[src/rtl/oam_iterative_pp_accumulator_if.sv]
// Operand/result handshake bundle for the iterative OAM partial-product accumulator.
// The master side drives operands and Out_Ready; the slave side is the accumulator.
interface oam_iterative_pp_accumulator_if #(
  parameter int MANTISSA_WIDTH = 23,
  parameter int LEVEL_WIDTH    = 4
);
  localparam int ACC_WIDTH = 2 * MANTISSA_WIDTH + 2;

  // Valid/ready: a transfer happens on a rising edge where valid and ready are
  // both high; once raised, Out_Valid and Result hold until that transfer.
  logic                      In_Valid;
  logic                      In_Ready;
  logic [MANTISSA_WIDTH-1:0] Mantissa_X;
  logic [MANTISSA_WIDTH-1:0] Mantissa_Y;
  logic [LEVEL_WIDTH-1:0]    Level;
  logic                      Out_Valid;
  logic                      Out_Ready;
  logic [ACC_WIDTH-1:0]      Result;
  logic [LEVEL_WIDTH-1:0]    Level_Used;
  logic                      Busy;

  modport master (
    output In_Valid, Mantissa_X, Mantissa_Y, Level, Out_Ready,
    input  In_Ready, Out_Valid, Result, Level_Used, Busy
  );

  modport slave (
    input  In_Valid, Mantissa_X, Mantissa_Y, Level, Out_Ready,
    output In_Ready, Out_Valid, Result, Level_Used, Busy
  );
endinterface

[src/rtl/oam_iterative_pp_accumulator.sv]
// Iterative OAM approximate mantissa multiplier: one XNOR-headed partial-product
// pair per clock, accumulated at its arithmetic weight for a selectable level count.
module oam_iterative_pp_accumulator #(
  parameter int MANTISSA_WIDTH = 23,
  parameter int MAX_LEVEL      = 9,
  parameter int LEVEL_WIDTH    = 4
) (
  input  logic                        Clk,
  input  logic                        Rst,
  oam_iterative_pp_accumulator_if.slave bus,
  output logic [1:0]                  dbg_state
);
  localparam int W         = MANTISSA_WIDTH;
  localparam int ACC_WIDTH = 2 * W + 2;
  localparam int POS_WIDTH = (W > 1) ? $clog2(W) : 1;

  typedef enum logic [1:0] {
    S_IDLE = 2'd0,
    S_RUN  = 2'd1,
    S_DONE = 2'd2
  } state_t;

  state_t                 state;
  logic [W-1:0]           x_q;
  logic [W-1:0]           y_q;
  logic [LEVEL_WIDTH-1:0] level_q;
  logic [LEVEL_WIDTH-1:0] j_q;
  logic [ACC_WIDTH-1:0]   acc_q;
  logic                   in_ready_q;
  logic                   out_valid_q;
  logic                   busy_q;

  logic [LEVEL_WIDTH-1:0] level_clamped;
  logic [POS_WIDTH-1:0]   pos;
  logic                   xj;
  logic                   yj;
  logic [W-1:0]           tail_mask;
  logic [W-1:0]           ppx;
  logic [W-1:0]           ppy;
  logic [ACC_WIDTH-1:0]   term;

  always_comb begin
    level_clamped = (bus.Level > LEVEL_WIDTH'(MAX_LEVEL)) ? LEVEL_WIDTH'(MAX_LEVEL) : bus.Level;
  end

  // Level j lives at vector index W-j; the tail is everything below it, and the
  // pair sum lands at weight 2^(W-j) in the accumulator.
  always_comb begin
    pos       = POS_WIDTH'(W) - POS_WIDTH'(j_q);
    xj        = x_q[pos];
    yj        = y_q[pos];
    tail_mask = ~({W{1'b1}} << pos);
    ppx       = ({{(W-1){1'b0}}, ~(xj ^ yj)} << pos) | ((xj ? y_q : ~y_q) & tail_mask);
    ppy       = (yj ? x_q : ~x_q) & tail_mask;
    term      = (ACC_WIDTH'(ppx) + ACC_WIDTH'(ppy)) << pos;
  end

  always_ff @(posedge Clk or posedge Rst) begin
    if (Rst) begin
      state       <= S_IDLE;
      x_q         <= '0;
      y_q         <= '0;
      level_q     <= '0;
      j_q         <= '0;
      acc_q       <= '0;
      in_ready_q  <= 1'b1;
      out_valid_q <= 1'b0;
      busy_q      <= 1'b0;
    end else begin
      case (state)
        S_IDLE: begin
          if (bus.In_Valid && in_ready_q) begin
            x_q        <= bus.Mantissa_X;
            y_q        <= bus.Mantissa_Y;
            level_q    <= level_clamped;
            acc_q      <= '0;
            j_q        <= LEVEL_WIDTH'(1);
            in_ready_q <= 1'b0;
            if (level_clamped == '0) begin
              state       <= S_DONE;
              out_valid_q <= 1'b1;
            end else begin
              state  <= S_RUN;
              busy_q <= 1'b1;
            end
          end
        end
        S_RUN: begin
          acc_q <= acc_q + term;
          j_q   <= j_q + LEVEL_WIDTH'(1);
          if (j_q == level_q) begin
            state       <= S_DONE;
            busy_q      <= 1'b0;
            out_valid_q <= 1'b1;
          end
        end
        S_DONE: begin
          // Return to IDLE only; the next operand is taken on a later edge.
          if (bus.Out_Ready) begin
            state       <= S_IDLE;
            out_valid_q <= 1'b0;
            in_ready_q  <= 1'b1;
          end
        end
        default: state <= S_IDLE;
      endcase
    end
  end

  assign bus.In_Ready   = in_ready_q;
  assign bus.Out_Valid  = out_valid_q;
  assign bus.Busy       = busy_q;
  assign bus.Result     = acc_q;
  assign bus.Level_Used = level_q;
  assign dbg_state      = state;
endmodule

[src/flat_wrapper.sv]
// flat-port wrapper written by rule: the top's interface ports become plain ports
module oam_iterative_pp_accumulator_flat 
#(
  parameter int MANTISSA_WIDTH = 23,
  parameter int MAX_LEVEL      = 9,
  parameter int LEVEL_WIDTH    = 4
)
  (Clk, Rst, dbg_state, bus_In_Valid, bus_Mantissa_X, bus_Mantissa_Y, bus_Level, bus_Out_Ready, bus_In_Ready, bus_Out_Valid, bus_Result, bus_Level_Used, bus_Busy);
  oam_iterative_pp_accumulator_if #(.MANTISSA_WIDTH(MANTISSA_WIDTH), .LEVEL_WIDTH(LEVEL_WIDTH)) bus_i ();
  input  logic Clk;
  input  logic Rst;
  output logic [1:0] dbg_state;
  input wire logic [$bits(bus_i.In_Valid)-1:0] bus_In_Valid;
  input wire logic [$bits(bus_i.Mantissa_X)-1:0] bus_Mantissa_X;
  input wire logic [$bits(bus_i.Mantissa_Y)-1:0] bus_Mantissa_Y;
  input wire logic [$bits(bus_i.Level)-1:0] bus_Level;
  input wire logic [$bits(bus_i.Out_Ready)-1:0] bus_Out_Ready;
  output wire logic [$bits(bus_i.In_Ready)-1:0] bus_In_Ready;
  output wire logic [$bits(bus_i.Out_Valid)-1:0] bus_Out_Valid;
  output wire logic [$bits(bus_i.Result)-1:0] bus_Result;
  output wire logic [$bits(bus_i.Level_Used)-1:0] bus_Level_Used;
  output wire logic [$bits(bus_i.Busy)-1:0] bus_Busy;
  assign bus_i.In_Valid = bus_In_Valid;
  assign bus_i.Mantissa_X = bus_Mantissa_X;
  assign bus_i.Mantissa_Y = bus_Mantissa_Y;
  assign bus_i.Level = bus_Level;
  assign bus_i.Out_Ready = bus_Out_Ready;
  assign bus_In_Ready = bus_i.In_Ready;
  assign bus_Out_Valid = bus_i.Out_Valid;
  assign bus_Result = bus_i.Result;
  assign bus_Level_Used = bus_i.Level_Used;
  assign bus_Busy = bus_i.Busy;
  oam_iterative_pp_accumulator #(.MANTISSA_WIDTH(MANTISSA_WIDTH), .MAX_LEVEL(MAX_LEVEL), .LEVEL_WIDTH(LEVEL_WIDTH)) u_core (.Clk(Clk), .Rst(Rst), .bus(bus_i), .dbg_state(dbg_state));
endmodule
[config.mk]
export PLATFORM = sky130hd
export DESIGN_NAME = oam_iterative_pp_accumulator_flat
export DESIGN_NICKNAME = d
export VERILOG_FILES = /design/src/rtl/oam_iterative_pp_accumulator_if.sv /design/src/rtl/oam_iterative_pp_accumulator.sv /design/src/flat_wrapper.sv
export SDC_FILE = /design/constraint.sdc
export NUM_CORES = 1
export LEC_CHECK = 0
export ABC_AREA = 1
export BUFFER_PORTS_ARGS = -buffer_cell sky130_fd_sc_hd__buf_2
export CORE_ASPECT_RATIO = 0.8
export CORE_UTILIZATION = 40
export DETAILED_ROUTE_END_ITERATION = 6
export REMOVE_ABC_BUFFERS = 1
export SETUP_SLACK_MARGIN = 0.3
export SYNTH_ARGS = -nofsm -noshare
export SYNTH_HDL_FRONTEND = slang
export SYNTH_SLANG_ARGS = --single-unit
[constraint.sdc]
create_clock -name Clk -period 14.6 [get_ports Clk]
set_clock_uncertainty 0.1 [all_clocks]
set_input_delay 1.46 -clock Clk [delete_from_list [all_inputs] [get_ports Clk]]
set_output_delay 1.46 -clock Clk [all_outputs]
set_load 0.05 [all_outputs]
==> reports/metrics.yaml <==
status: "finished, final reports clean"
ys_ff_latch: 107
crit_type: "flop to flop"
cts_resized: 0
fill_cells: 3039
die_y_um: 152
timing.final.setup_violations: 0
ys_types: 47
finalCritPeriodShare: 0.490
cp_slowest_cell: "nand2_2"
cts_root_buffer: "clkbuf_16"
area_growth_pct: 10.3
synth-main-ff-cell: "dfrtp_1"
antenna_found_initial: 0
min_to: "u_core.x_q[1]"
cts.sinks: 107
finalHoldViolCount: 0
grt_use_total: 0.301
cts_tree: "yes"
rr_worst_depth: 40
min_from: "u_core.x_q[1]"
ys_warn_count: 0
hp-class: "flop to flop"
routabilityCongestion: 1.06
grt_max_degree: 83
stdcell_count: 2334
drive_gt1_frac: 0.0822
hpwl_um: 34500
worst_slack_ps: 7450
dp.cells: 2318
syn_avg_cell_area_um2: 6.00
synthDominantCellAreaShare: 0.235
maxSlewViolCount: 0
htreeDepth: 3
rows: 54
ff2ff_setup_slack_ps: 7450
via_per_inst: 5.38
rr_startpoint: "u_core.j_q[1]"
ys_top_cells_by_area: "dfrtp_1, nand2_1, ha_1, nand3_1, inv_1"
startpoint: "u_core.j_q[1]"
post_drt_wl_per_cell_um: 18.2
layout.nets: 2103
multi_input_area_um2: 7500
num_antenna_cells: 0
drtAntennaViolNets: 0
arrival_ps: 7340
synth_edf_count: 0
seq_area_frac_synth: 0.237
relSlewSlack: 0.321
syn_inst: 1882
die_x_um: 190
grt_pass1_wl_um: 67100
crit_top_cell: "nand2_1"
syn_area_um2: 11300
start_util: 0.411
fin_tns_setup_ps: 0
crit_path_start_kind: "flop"
max_freq_mhz: 140
cts_hold_buf: 0
vias: 12565
drtIter0Drc: 1264
coreArea_um2: 27500
synthArstFlopShare: 1.00
max_stage_delay_ps: 470
period_minus_slack_ps: 7150
r2r_end: "u_core.bus.Result[47]"
grt.overflow.total: 0
pre_cts_ws_ps: 7610
tightestPinTransition_ps: 1010
grt_pass1_vias: 11467
yosysMostFrequentCell: "nand2_1"
worstSetupEndpointType: "flop"
min_path_cells: 2
wirelength_um: 42400
clock_latency_ps: 390
register_area_um2: 2680
clk_pin_slew_ps: 100
critPathMaxFanout: 42
holdWs_ps: 399
postCtsSetupBuffers: 0
yosys.area.top_type: "dfrtp_1"
dieArea_um2: 28900
drtPass1Iterations: 6
cts_buffers: 9
rsz0062_at_grt: "no"
io_buffers: 110
cts_buffer_depth: 2
crit_required_ps: 14800
ys_top_cells_by_count: "nand2_1, inv_1, nand3_1"
drv_cap: 0
drc: 0
top_level_ports: 111
==> cell type report <==
type | instances | share of cell area
multi-input cells | 1487 | 0.601
well taps | 364 | 0.0365
inverters | 240 | 0.0725
clock buffers | 9 | 0.0181
repair buffers | 120 | 0.0502
flip-flops and latches | 107 | 0.215
clock inverters | 7 | 0.00622
==> sequential cells by signal, indices dropped and copies added, names as in the netlist <==
name / cells
u_core.bus.Result: 48
u_core.dbg_state: 2
u_core.j_q: 4
u_core.bus.Level_Used: 4
u_core.x_q: 23
u_core.y_q: 23
u_core.bus.In_Ready: 1
u_core.bus.Out_Valid: 1
u_core.bus.Busy: 1
==> cell families (layout without fill, tap and decap cells) <==
family,Yosys count,after routing,synth area share
fa+ha+maj,84,84,0.0944
xor+xnor,34,34,0.0264
simple gates,985,985,0.361
flops,107,107,0.237
compound gates,375,375,0.177
other cells,1,9,0.000332
buf+inv,296,376,0.103
==> worst max-delay path: cells and delay by family (launching register included) <==
| kind | cells | cell delay, ps |
|---|---|---|
| AOI/OAI and AO/OA | 10 | 1900 |
| adders and majority gates | 2 | 660 |
| buffers and inverters | 7 | 1290 |
| and+or+nand+nor | 21 | 2770 |
| DFF | 1 | 330 |
==> cells in the final DEF (no fill, tap or decap), drive strengths merged <==
cell type	count
a31oi	4
a32o	2
o21bai	11
o41ai	1
nor2	189
o21ai	191
a21o	7
nand2	550
o32ai	1
nand3b	3
xor2	16
ha	82
fa	2
a21boi	2
o211ai	4
xnor2	18
dfstp	1
o22ai	6
o311ai	1
and2	1
buf	120
nor3	11
a22o	3
nand4	15
conb	9
and3	1
clkbuf	9
dfrtp	106
o31ai	3
inv	242
a21oi	139
clkinv	5
nand3	202
or2	9
nor4	4
==> per-stage QoR <==
| step | utilization | cell area, um2 |
|---|---|---|
| CTS | 0.453 | 12500 |
| global route | 0.453 | 12500 |
| finish | 0.453 | 12500 |
| floorplan | - | 11100 |
| global placement | 0.442 | 12200 |
| detailed placement | 0.442 | 12200 |
==> how the worst max path moves through the flow <==
stage,endpoint,slack [ps],cells past startpoint
CTS,u_core.bus.Result[47],7600,40
global placement,u_core.bus.Result[40],7580,35
floorplan,u_core.bus.Result[36],7770,38
global route,u_core.bus.Result[41],6780,40
finish,u_core.bus.Result[47],7450,40
detailed placement,u_core.bus.Result[47],7610,40
==> routing by layer <==
layer,vias up,GRT usage,share of wire
li1,6303,-,-
met1,5733,0.498,0.54
met2,499,0.382,0.36
met3,30,0.0691,0.092
met4,0,0.0480,0.010
met5,-,0,0
Power is left out: the tool's default activity adds up to more than one toggle a clock period on the data nets, which glitch-free logic cannot reach.
